--- config.mk ---
export PLATFORM = sky130hd
export DESIGN_NAME = mem_arbiter
export DESIGN_NICKNAME = d
export VERILOG_FILES = /design/src/rtl/mem_arbiter.sv
export SDC_FILE = /design/constraint.sdc
export NUM_CORES = 1
export LEC_CHECK = 0
export CORE_AREA = 3 3 102 104
export DETAILED_ROUTE_END_ITERATION = 7
export DIE_AREA = 0 0 105 107
export GPL_ROUTABILITY_DRIVEN = 0
export PLACE_DENSITY = 0.71
export SLEW_MARGIN = 20
export SYNTH_ARGS = -nofsm -noshare
export SYNTH_HDL_FRONTEND = slang
export SYNTH_SLANG_ARGS = --single-unit
--- constraint.sdc ---
create_clock -name clk -period 4.1 [get_ports clk]
set_input_delay 0.41 -clock clk [delete_from_list [all_inputs] [get_ports clk]]
set_output_delay 0.41 -clock clk [all_outputs]
set_load 0.02 [all_outputs]
--- src/rtl/mem_arbiter.sv ---
// Two-master arbiter sharing one memory port; a read holds its grant until mem_rd_valid.
// Define MEM_ARB_FIXED_PRIO_EN for fixed master-0 priority; otherwise contention is round-robin.
module mem_arbiter #(
    parameter int AW = 16,
    parameter int DW = 32
) (
    input  logic            clk,
    input  logic            rst_n,
    input  logic            m0_ren,
    input  logic            m0_wen,
    input  logic [AW-1:0]   m0_addr,
    input  logic [DW-1:0]   m0_wdata,
    input  logic [DW/8-1:0] m0_wmask,
    output logic [DW-1:0]   m0_rdata,
    output logic            m0_ack,
    input  logic            m1_ren,
    input  logic            m1_wen,
    input  logic [AW-1:0]   m1_addr,
    input  logic [DW-1:0]   m1_wdata,
    input  logic [DW/8-1:0] m1_wmask,
    output logic [DW-1:0]   m1_rdata,
    output logic            m1_ack,
    output logic            mem_ren,
    output logic            mem_wen,
    output logic [AW-1:0]   mem_addr,
    output logic [DW-1:0]   mem_wdata,
    output logic [DW/8-1:0] mem_wmask,
    input  logic [DW-1:0]   mem_rdata,
    input  logic            mem_rd_valid,
    output logic            busy
);

    localparam int MW = DW / 8;

    typedef enum logic [0:0] {
        IDLE    = 1'b0,
        RD_WAIT = 1'b1
    } state_t;

    state_t          state_r;
    state_t          state_s;
    logic            owner_r;
    logic            owner_s;
    logic            last_r;
    logic            last_s;
    logic [AW-1:0]   rd_addr_r;
    logic [AW-1:0]   rd_addr_s;

    logic            req0_s;
    logic            req1_s;
    logic            winner_s;
    logic            win_wr_s;
    logic [AW-1:0]   win_addr_s;
    logic [DW-1:0]   win_wdata_s;
    logic [MW-1:0]   win_wmask_s;

    // Request decode, winner selection and winner operand mux
    always_comb begin
        req0_s   = m0_ren | m0_wen;
        req1_s   = m1_ren | m1_wen;
        winner_s = 1'b0;
`ifdef MEM_ARB_FIXED_PRIO_EN
        if (req0_s) begin
            winner_s = 1'b0;
        end else begin
            winner_s = 1'b1;
        end
`else
        // On a tie the master that was not granted last goes first
        if (req0_s && req1_s) begin
            winner_s = ~last_r;
        end else if (req0_s) begin
            winner_s = 1'b0;
        end else begin
            winner_s = 1'b1;
        end
`endif
        // Write strobe dominates: a dual-strobe request is a write
        if (winner_s) begin
            win_wr_s    = m1_wen;
            win_addr_s  = m1_addr;
            win_wdata_s = m1_wdata;
            win_wmask_s = m1_wmask;
        end else begin
            win_wr_s    = m0_wen;
            win_addr_s  = m0_addr;
            win_wdata_s = m0_wdata;
            win_wmask_s = m0_wmask;
        end
    end

    // Next-state logic and memory/ack outputs
    always_comb begin
        state_s   = state_r;
        owner_s   = owner_r;
        last_s    = last_r;
        rd_addr_s = rd_addr_r;
        mem_ren   = 1'b0;
        mem_wen   = 1'b0;
        mem_addr  = {AW{1'b0}};
        mem_wdata = {DW{1'b0}};
        mem_wmask = {MW{1'b1}};
        m0_ack    = 1'b0;
        m1_ack    = 1'b0;
        case (state_r)
            IDLE: begin
                if (req0_s || req1_s) begin
                    mem_addr  = win_addr_s;
                    mem_wdata = win_wdata_s;
                    mem_wmask = win_wmask_s;
                    last_s    = winner_s;
                    if (win_wr_s) begin
                        mem_wen = 1'b1;
                        m0_ack  = ~winner_s;
                        m1_ack  = winner_s;
                    end else begin
                        mem_ren   = 1'b1;
                        owner_s   = winner_s;
                        rd_addr_s = win_addr_s;
                        state_s   = RD_WAIT;
                    end
                end else begin
                    state_s = IDLE;
                end
            end
            RD_WAIT: begin
                mem_addr = rd_addr_r;
                // Completion goes to the owner even if it has since dropped its request
                if (mem_rd_valid) begin
                    m0_ack  = ~owner_r;
                    m1_ack  = owner_r;
                    state_s = IDLE;
                end else begin
                    state_s = RD_WAIT;
                end
            end
            default: begin
                state_s = IDLE;
            end
        endcase
    end

    // Arbiter state registers
    always_ff @(posedge clk or negedge rst_n) begin
        if (!rst_n) begin
            state_r   <= IDLE;
            owner_r   <= 1'b0;
            last_r    <= 1'b1;
            rd_addr_r <= {AW{1'b0}};
        end else begin
            state_r   <= state_s;
            owner_r   <= owner_s;
            last_r    <= last_s;
            rd_addr_r <= rd_addr_s;
        end
    end

    assign busy     = (state_r == RD_WAIT);
    assign m0_rdata = mem_rdata;
    assign m1_rdata = mem_rdata;

endmodule
==> results of run 1 <==
## where the power goes
part / internal, uW / switching (uW) / total (uW)
clock: 67.5 / 63.4 / 131
combinational: 666 / 730 / 1400
sequential: 285 / 90.5 / 376
## sequential cells by signal, indices dropped and copies added, names as in the netlist
| register | count |
|---|---|
| rd_addr_r | 16 |
| busy | 1 |
| last_r | 1 |
| owner_r | 1 |
## tightest hold or removal path, cell delays in order, from the launching register on
cell and delay [ps]:
dfrtp_1 380, inv_1 50, mux2i_1 50
## cell type report
cell class,count,area (sq um),share of cell area
repair buffers,171,1730,0.483
clock buffers,3,41.3,0.0116
inverters,18,67.6,0.0189
flip-flops and latches,19,477,0.133
multi-input cells,196,1090,0.305
clock inverters,1,5.00,0.00140
well taps,133,166,0.0466
## cell usage in the layout (no fill, tap or decap), drive strengths merged
cell type / instances
a211o: 1
a21o: 2
a21oi: 35
buf: 4
clkbuf: 3
clkdlybuf4s50: 167
clkinv: 1
dfrtp: 18
dfstp: 1
inv: 18
mux2i: 32
nand2: 91
nand2b: 1
nand3: 5
nor2: 3
nor3: 1
o21ai: 20
o22a: 1
o22ai: 1
o2bb2ai: 1
o31ai: 2
## Yosys cell counts, drive strengths merged
cell type / instances / area, sq um
o2bb2ai: 1 / 8.76
a211o: 1 / 8.76
mux2i: 32 / 320
inv: 18 / 67.6
nand2: 91 / 342
buf: 82 / 632
nand3: 5 / 25.0
clkbuf: 3 / 11.3
a21oi: 35 / 175
nor2: 3 / 13.8
dfstp: 1 / 26.3
o22a: 1 / 10.0
nor3: 1 / 5.00
dfrtp: 18 / 450
o21ai: 20 / 100
o31ai: 2 / 25.0
nand2b: 1 / 13.8
o22ai: 1 / 20.0
a21o: 2 / 15.0
## path summary, 6_finish.rpt
kind | slack (ps) | end | cells past startpoint
min in group asynchronous | 650 | rd_addr_r[9]$_DFFE_PN0P_ | 1
worst max register to register | 2160 | rd_addr_r[3]$_DFFE_PN0P_ | 4
worst min register to register | 520 | rd_addr_r[1]$_DFFE_PN0P_ | 2
worst max-delay path | 810 | mem_addr[6] | 6
worst min-delay path | 520 | rd_addr_r[1]$_DFFE_PN0P_ | 2
max in group asynchronous | 2910 | rd_addr_r[1]$_DFFE_PN0P_ | 1
## metrics by stage
step	util	cell area, sq um	hold slack, ps	worst slack (ps)
after floorplan	-	2270	114	2180
after global placement	0.366	3530	507	881
after detailed placement	0.366	3530	512	790
after CTS	0.371	3570	526	769
after global routing	0.371	3570	533	625
final	0.371	3570	523	814
## metal layers
metal / share of wire / routed length, um
met5: 0 / 0
met3: 0.10 / 913
met4: 0.012 / 108
met1: 0.36 / 3280
met2: 0.52 / 4740
## cell families after synthesis
family,after synthesis
buffers and inverters,103
and+or+nand+nor,101
DFF,19
muxes,32
AOI/OAI and AO/OA,63
==> run_results.csv, run 1 <==
group,metric,value,unit
floorplanning,core_area,0.00964,sq mm
global_routing,grt_use_met1,0.170,
clock_tree,cts_tree,"done",
job,drv_cap,0,
clock_tree,clock_tree.htree_level_count,1,
global_routing,grt.overflow.total,0,
routing,drt-pass1-iter-count,4,
sta,fin_setup_tns,0,ps
power,ir_drop,0.326,mV
routing,wire_per_inst,16.7,um
clock_tree,inserted_clock_buffers,3,
synthesis,synth_compound_gate_area_share,0.160,
floorplanning,start_util,0.235,
clock_tree,clock_tree.buffer_depth,2,
layout,num-fill-cells,1016,
setup_path,timing.critical_path.buf_inv,3,
setup_path,timing.critical_path.cells,"clkdlybuf4s50_1 -> o22a_2 -> buf_12 -> mux2i_1 -> o21ai_1 -> clkdlybuf4s50_1",
setup_path,crit_path_start,"m0_wen",
setup_path,setup.worst_path.class,"input pin to primary output",
sta,period_minus_slack,3290,ps
sta,hold_violations,0,
global_routing,gr-usage-all-layers,0.152,
place,place_inst,537,
place,io_buffers,167,
synthesis,post_synth_num_cell_types,25,
power,pd_cells,532,mW/mm^2
sta,rsz0062_at_grt,"no",
setup_path,path_common_cell,"clkdlybuf4s50_1",
global_routing,grt_start_max_net_pins,45,
sta,fmax,304,MHz
routing,initialDrtViolationCount,157,
synthesis,synth_adder_area_share,0,
routing,dr_total_vias,2326,
sta,max-slew-margin-rel,0.386,
setup_path,timing.critical_path.slowest_cell_delay,700,ps
layout,diodes,0,
setup_path,data_required_time_of_the_critical_path,3690,ps
synthesis,synthesis.instances,318,
floorplanning,die_area,0.0112,sq mm
power,total_power,1900,uW
setup_path,timing.critical_path.max_delay_family,"buffers and inverters",
global_routing,grt_util_met3,0.0524,
clock_tree,root_buffer,"clkbuf_8",
global_routing,grt_pass1_wl,13600,um
synthesis,synth-simple-area-share,0.176,
synthesis,netlist_area,0.00227,sq mm
setup_path,critPathArrivalTime,2880,ps
outcome,result_of_the_run,"finished, final reports clean",
sta,max_slew.worst_pin.slew,922,ps
global_routing,antenna_found_initial,0,
clock_tree,insertion_delay,260,ps
global_routing,via_count_of_the_first_global_routing_pass,2394,
setup_path,crit_slowest_cell,"clkdlybuf4s50_1",
layout,finish.cell_count_without_fillers,541,
worst_hold_path,hold_path_startpoint,"rd_addr_r[1]$_DFFE_PN0P_",
clock_tree,postCtsHoldBufs,0,
sta,setup-violations-final,0,
layout,share_of_final_layout_standard_cells_stronger_than_drive_strength_1,0.0368,
synthesis,synth_nets,461,
power,leakagePower,0.00149,uW
synthesis,post_synth_mux_area_share,0.141,
synthesis,ys_seq_area_frac,0.210,
layout,nNetsFinal,552,
clock_tree,clock_pin_slew_of_the_registers_on_the_worst_case_setup_and_hold_paths,70,ps
synthesis,syn-mean-instance-area,7.14,sq um
synthesis,yosysWarnings,0,
floorplanning,pin_count,264,
setup_path,worst_r2r_startpoint,"busy$_DFF_PN0_",
floorplanning,die-width,105,um
sta,final.setup_skew,5.29,ps
setup_path,crit_fanout,34,
synthesis,synth_xor_area_frac,0,
setup_path,worstSetupEndpointType,"primary output",
routing,postRouteWirelength,9040,um
routing,remaining_drc_errors,0,
synthesis,ys_ff_latch,19,
place,place.detailed.hpwl,7500,um
clock_tree,cts.sink_count,19,
floorplanning,dieHeight,107,um
global_routing,global_route_layer_with_the_greatest_usage,"met2",
clock_tree,ctsResizeCount,0,
global_routing,grt_use_met2,0.276,
synthesis,synth_top_family_by_area,"buffers and inverters",
sta,final.period_utilization,0.801,
layout,syn_to_final_growth,57.5,%
clock_tree,postCtsSetupRepairBufs,0,
routing,post_drt_via_cell_ratio,4.30,
worst_hold_path,hp-class,"flop to flop",
sta,final-max-slew-violation-count,0,
floorplanning,row_count,36,
setup_path,crit_path_start_kind,"input pin",
routing,drt.antenna.violating_nets,0,
(Power assumes the default switching activity.)
==> run 2, diff against run 1 <==
--- a/config.mk
+++ b/config.mk
@@ -5,11 +5,11 @@
 export SDC_FILE = /design/constraint.sdc
 export NUM_CORES = 1
 export LEC_CHECK = 0
-export CORE_AREA = 3 3 102 104
+export CORE_AREA = 3 3 103 105
 export DETAILED_ROUTE_END_ITERATION = 7
-export DIE_AREA = 0 0 105 107
+export DIE_AREA = 0 0 106 108
 export GPL_ROUTABILITY_DRIVEN = 0
-export PLACE_DENSITY = 0.71
+export PLACE_DENSITY = 0.73
 export SLEW_MARGIN = 20
 export SYNTH_ARGS = -nofsm -noshare
 export SYNTH_HDL_FRONTEND = slang
==> constraint.sdc (replaced) <==
create_clock -name clk -period 2.8 [get_ports clk]
set_input_delay 0.28 -clock clk [delete_from_list [all_inputs] [get_ports clk]]
set_output_delay 0.28 -clock clk [all_outputs]
set_load 0.02 [all_outputs]
==> run 2 against run 1 <==
- die area up 1.9%
- via count is 2.1% higher
- clock power up 46%
- setup slack lost 590 ps
- clock-buffer cell count did not move
- first-iteration DRC count shrank 20%
- global-route usage barely moved
- sequential power grew 40%
- total power increased by 50%
- cell count up 1.5%
- clock skew down 3.3 ps
- wire length rose by 1.8%
- largest power group unchanged
- highest routed layer is now met5
==> run_results.csv, run 2 (same netlist as run 1, synthesis figures left out) <==
group,metric,value,unit
outcome,result_of_the_run,"finished, final reports clean",
global_routing,via_count_of_the_first_global_routing_pass,2418,
setup_path,data_required_time_of_the_critical_path,2520,ps
clock_tree,postCtsSetupRepairBufs,0,
floorplanning,die_area,0.0114,sq mm
setup_path,critPathArrivalTime,2300,ps
layout,layout.cells.most_common_list,"clkdlybuf4s50_1, nand2_1, a21oi_1, mux2i_1, o21ai_1",
setup_path,timing.critical_path.cells,"clkdlybuf4s50_1 -> nor2_2 -> buf_4 -> a21o_1 -> buf_4 -> a21oi_1 -> clkdlybuf4s50_1",
setup_path,timing.critical_path.slowest_cell_delay,650,ps
place,post_dp_area,0.00360,sq mm
routing,wire_per_inst,16.8,um
layout,syn_to_final_growth,61.1,%
global_routing,grt_pass1_wl,13700,um
global_routing,antenna_found_initial,1,
layout,num-fill-cells,1010,
sta,final.setup_skew,2.01,ps
worst_hold_path,hp-class,"input pin to asynchronous set/reset pin",
layout,layout.cells.most_common,"clkdlybuf4s50_1",
setup_path,reg2reg_slack,1130,ps
clock_tree,cts.sink_count,19,
setup_path,reg2reg_to,"rd_addr_r[3]$_DFFE_PN0P_",
routing,dr_total_vias,2375,
layout,diodes,0,
clock_tree,cts_tree,"done",
floorplanning,row_count,36,
routing,initialDrtViolationCount,125,
setup_path,crit_path_start_kind,"input pin",
setup_path,worstSetupEndpointType,"primary output",
setup_path,worst_r2r_startpoint,"busy$_DFF_PN0_",
setup_path,worst-r2r-cell-count,4,
sta,period_minus_slack,2580,ps
sta,final.period_utilization,0.920,
place,place.detailed.hpwl,7670,um
sta,max_slew.worst_pin.slew,883,ps
clock_tree,clock_tree.buffer_depth,2,
setup_path,crit_fanout,34,
routing,drt-pass1-iter-count,4,
sta,rsz0062_at_grt,"no",
global_routing,gr-usage-all-layers,0.152,
place,io_buffers,167,
sta,hold_violations,0,
power,pd_cells,780,mW/mm^2
setup_path,setup.worst_path.class,"input pin to primary output",
sta,final-max-slew-violation-count,0,
job,drv_cap,0,
sta,setup-violations-final,0,
clock_tree,root_buffer,"clkbuf_8",
setup_path,crit_cells,7,
setup_path,timing.critical_path.max_delay_family,"buffers and inverters",
sta,fin_setup_tns,0,ps
floorplanning,pin_count,264,
layout,final_design_area_no_fill,0.00366,sq mm
clock_tree,insertion_delay,250,ps
floorplanning,dieHeight,108,um
power,ir_drop,0.426,mV
setup_path,crit_slowest_cell,"clkdlybuf4s50_1",
routing,remaining_drc_errors,0,
floorplanning,core_area,0.00973,sq mm
clock_tree,inserted_clock_buffers,3,
layout,share_of_final_layout_standard_cells_stronger_than_drive_strength_1,0.0553,
clock_tree,postCtsHoldBufs,0,
global_routing,grt.overflow.total,0,
sta,fmax,388,MHz
clock_tree,clock_tree.htree_level_count,1,
power,leakagePower,0.00155,uW
floorplanning,start_util,0.233,
floorplanning,die-width,106,um
routing,post_drt_via_cell_ratio,4.33,
layout,top_register,"rd_addr_r",
clock_tree,clock_pin_slew_of_the_registers_on_the_worst_case_setup_and_hold_paths,70,ps
layout,largest_register_ffs,16,
global_routing,grt_start_max_net_pins,35,
routing,postRouteWirelength,9210,um
setup_path,timing.critical_path.buf_inv,4,
sta,max-slew-margin-rel,0.410,
layout,nNetsFinal,560,
routing,drt.antenna.violating_nets,0,
## run 2: cell types whose count changed in the layout (fill, tap and decap cells not counted), sizes merged
cell | before | now
buf | 4 | 12
clkdlybuf4s50 | 167 | 166
dlymetal6s2s | 0 | 1
## run 2: worst max-delay path by stage
stage,from,end
after floorplan,last_r$_DFFE_PN1P_,m0_ack
after global placement,m1_wen,mem_wdata[19]
after detailed placement,m1_wen,mem_wdata[19]
after CTS,last_r$_DFFE_PN1P_,mem_wdata[19]
after global routing,m1_wen,mem_wdata[30]
final,m1_wen,mem_wdata[30]
## run 2: repair_timing
item | CTS | global route
endpoints found under the setup margin | 0 | 2
hold endpoints to repair | 0 | 0
gates resized for setup | 0 | 2
## run 2: worst register-to-register path: stages, from the launching register on
cell	delay [ps]
dfrtp_1	540
a211o_1	370
o31ai_4	80
buf_4	350
mux2i_1	240
## run 2: cell type report
class / count / area, sq um / area share
Sequential cell: 19 / 477 / 0.130
Inverter: 18 / 67.6 / 0.0185
Clock inverter: 1 / 5.00 / 0.00137
Timing Repair Buffer: 179 / 1800 / 0.493
Clock buffer: 3 / 41.3 / 0.0113
Tap cell: 133 / 166 / 0.0455
Multi-Input combinational cell: 196 / 1100 / 0.300
## run 2: power breakdown
part           internal (uW)  switching, uW
clock network           98.8           91.7
registers                419            109
logic                   1020           1110
total                   1540           1310
## run 2: metrics by stage
step / hold WS (ps) / setup slack [ps] / instances / util / total power, uW
after floorplan: -15.6 / 1010 / 318 / - / 1860
after global placement: 505 / 34.6 / 545 / 0.370 / 2650
after detailed placement: 511 / 61.1 / 545 / 0.370 / 2670
after CTS: 522 / 26.0 / 549 / 0.375 / 2880
after global routing: 553 / 80.5 / 549 / 0.376 / 3070
final: 521 / 224 / 549 / 0.376 / 2850
## run 2: per-layer routing
metal | routed length, um | vias up | track usage
met5 | 13 | - | 0
met4 | 197 | 2 | 0.0444
met3 | 1020 | 26 | 0.0603
met2 | 4470 | 143 | 0.263
met1 | 3510 | 1046 | 0.173
li1 | - | 1158 | -
==> run 3, diff against run 2 <==
--- a/config.mk
+++ b/config.mk
@@ -5,9 +5,9 @@
 export SDC_FILE = /design/constraint.sdc
 export NUM_CORES = 1
 export LEC_CHECK = 0
-export CORE_AREA = 3 3 103 105
+export CORE_AREA = 2 2 102 104
 export DETAILED_ROUTE_END_ITERATION = 7
-export DIE_AREA = 0 0 106 108
+export DIE_AREA = 0 0 104 106
 export GPL_ROUTABILITY_DRIVEN = 0
 export PLACE_DENSITY = 0.73
 export SLEW_MARGIN = 20
==> run 3 against run 2 <==
- clock-buffer cell count unchanged
- largest power group unchanged
- non-clock buffer count down 3
- sequential power down 2%
==> run_results.csv, run 3 (same netlist as run 1, synthesis figures left out) <==
group,metric,value,unit
outcome,result_of_the_run,"finished, final reports clean",
global_routing,grt.overflow.total,0,
setup_path,timing.critical_path.cells,"clkdlybuf4s50_1 -> nor2_2 -> o22a_2 -> buf_12 -> mux2i_1 -> o21ai_1 -> clkdlybuf4s50_1",
floorplanning,die_area,0.0110,sq mm
setup_path,worst-r2r-cell-count,5,
sta,fin_setup_tns,0,ps
clock_tree,cts.sink_count,19,
sta,hold_violations,0,
layout,syn_to_final_growth,60.1,%
clock_tree,insertion_delay,250,ps
global_routing,via_count_of_the_first_global_routing_pass,2373,
clock_tree,ctsResizeCount,0,
clock_tree,clock_tree.buffer_depth,2,
sta,fin_worst_hold_slack,521,ps
floorplanning,row_count,37,
setup_path,reg2reg_to,"rd_addr_r[15]$_DFFE_PN0P_",
sta,final.period_utilization,0.957,
clock_tree,cts_tree,"done",
setup_path,crit_fanout,43,
worst_hold_path,hp-class,"input pin to asynchronous set/reset pin",
place,io_buffers,167,
floorplanning,dieHeight,106,um
layout,layout.cells.most_common,"clkdlybuf4s50_1",
layout,diodes,0,
routing,postRouteWirelength,8490,um
power,pd_cells,783,mW/mm^2
clock_tree,postCtsSetupRepairBufs,0,
place,place.detailed.hpwl,6990,um
sta,max-slew-margin-rel,0.417,
layout,top_register,"rd_addr_r",
setup_path,reg2reg_slack,1070,ps
layout,num-fill-cells,1052,
setup_path,cp-endpoint,"mem_addr[1]",
sta,final.setup_skew,3.21,ps
global_routing,grt_pass1_wl,12700,um
routing,initialDrtViolationCount,147,
global_routing,grt_start_max_net_pins,44,
sta,final-max-slew-violation-count,0,
sta,rsz0062_at_grt,"no",
routing,drt.antenna.violating_nets,0,
sta,fmax,373,MHz
clock_tree,postCtsHoldBufs,0,
sta,max_slew.worst_pin.slew,872,ps
setup_path,worst_r2r_startpoint,"busy$_DFF_PN0_",
setup_path,timing.critical_path.buf_inv,3,
setup_path,crit_cells,7,
clock_tree,clock_pin_slew_of_the_registers_on_the_worst_case_setup_and_hold_paths,70,ps
setup_path,crit_path_start,"m1_wen",
setup_path,crit_slowest_cell,"clkdlybuf4s50_1",
sta,worst_slack,121,ps
setup_path,timing.critical_path.max_delay_family,"buffers and inverters",
floorplanning,die-width,104,um
routing,drt-pass1-iter-count,4,
global_routing,gr-usage-all-layers,0.143,
layout,nNetsFinal,557,
clock_tree,inserted_clock_buffers,3,
clock_tree,clock_tree.htree_level_count,1,
layout,layout.cells.most_common_list,"clkdlybuf4s50_1, nand2_1, a21oi_1, mux2i_1, o21ai_1",
sta,setup-violations-final,0,
floorplanning,start_util,0.227,
setup_path,critPathArrivalTime,2400,ps
floorplanning,pin_count,264,
routing,post_drt_via_cell_ratio,4.33,
setup_path,setup.worst_path.class,"input pin to primary output",
layout,share_of_final_layout_standard_cells_stronger_than_drive_strength_1,0.0508,
power,ir_drop,0.385,mV
floorplanning,core_area,0.0100,sq mm
setup_path,crit_path_start_kind,"input pin",
routing,remaining_drc_errors,0,
power,leakagePower,0.00155,uW
clock_tree,root_buffer,"clkbuf_8",
global_routing,antenna_found_initial,0,
setup_path,timing.critical_path.slowest_cell_delay,550,ps
routing,wire_per_inst,15.5,um
layout,largest_register_ffs,16,
setup_path,data_required_time_of_the_critical_path,2520,ps
sta,period_minus_slack,2680,ps
routing,dr_total_vias,2375,
job,drv_cap,0,
setup_path,path_common_cell,"clkdlybuf4s50_1",
setup_path,worstSetupEndpointType,"primary output",
place,place_ws,51.7,ps
[run 3: cell type report]
| cell class | count | area [sq um] | area share |
|---|---|---|---|
| tap | 136 | 170 | 0.0468 |
| multi-input combinational | 196 | 1090 | 0.301 |
| inverter | 18 | 67.6 | 0.0186 |
| sequential | 19 | 477 | 0.131 |
| timing repair buffer | 176 | 1780 | 0.490 |
| clock buffer | 3 | 41.3 | 0.0114 |
| clock inverter | 1 | 5.00 | 0.00138 |
[run 3: where the power goes]
group / total [uW] / switching (uW) / internal [uW]
Sequential: 514 / 94.8 / 419
Combinational: 2140 / 1130 / 1010
Clock: 189 / 90.3 / 98.8
[run 3: worst reg2reg max path, delay by kind of cell, from the launching register on]
family | cells | cell delay, ps
DFF | 1 | 410
muxes | 1 | 240
buffers and inverters | 2 | 580
AOI/OAI and AO/OA | 2 | 420
[run 3: how the worst min path moves through the flow]
stage	slack (ps)	end	from	cells after the start
after floorplan	-20	busy$_DFF_PN0_	rst_n	0
after global placement	510	rd_addr_r[3]$_DFFE_PN0P_	rd_addr_r[3]$_DFFE_PN0P_	2
after detailed placement	510	rd_addr_r[14]$_DFFE_PN0P_	rd_addr_r[14]$_DFFE_PN0P_	2
after CTS	520	rd_addr_r[14]$_DFFE_PN0P_	rd_addr_r[14]$_DFFE_PN0P_	2
after global routing	550	rd_addr_r[7]$_DFFE_PN0P_	rd_addr_r[7]$_DFFE_PN0P_	2
final	520	rd_addr_r[3]$_DFFE_PN0P_	rst_n	1
[run 3: metrics by stage]
step	cell area [sq um]	util	power (uW)	cells
after detailed placement	3580	0.358	2660	545
after floorplan	2270	-	1860	318
after global placement	3580	0.358	2630	545
after global routing	3630	0.363	3030	549
after CTS	3630	0.363	2880	549
final	3630	0.363	2840	549
[run 3: per-layer routing]
metal / track usage / share of wire
met1: 0.147 / 0.37
met2: 0.277 / 0.53
met3: 0.0429 / 0.087
met4: 0.0405 / 0.018
met5: 0 / 0
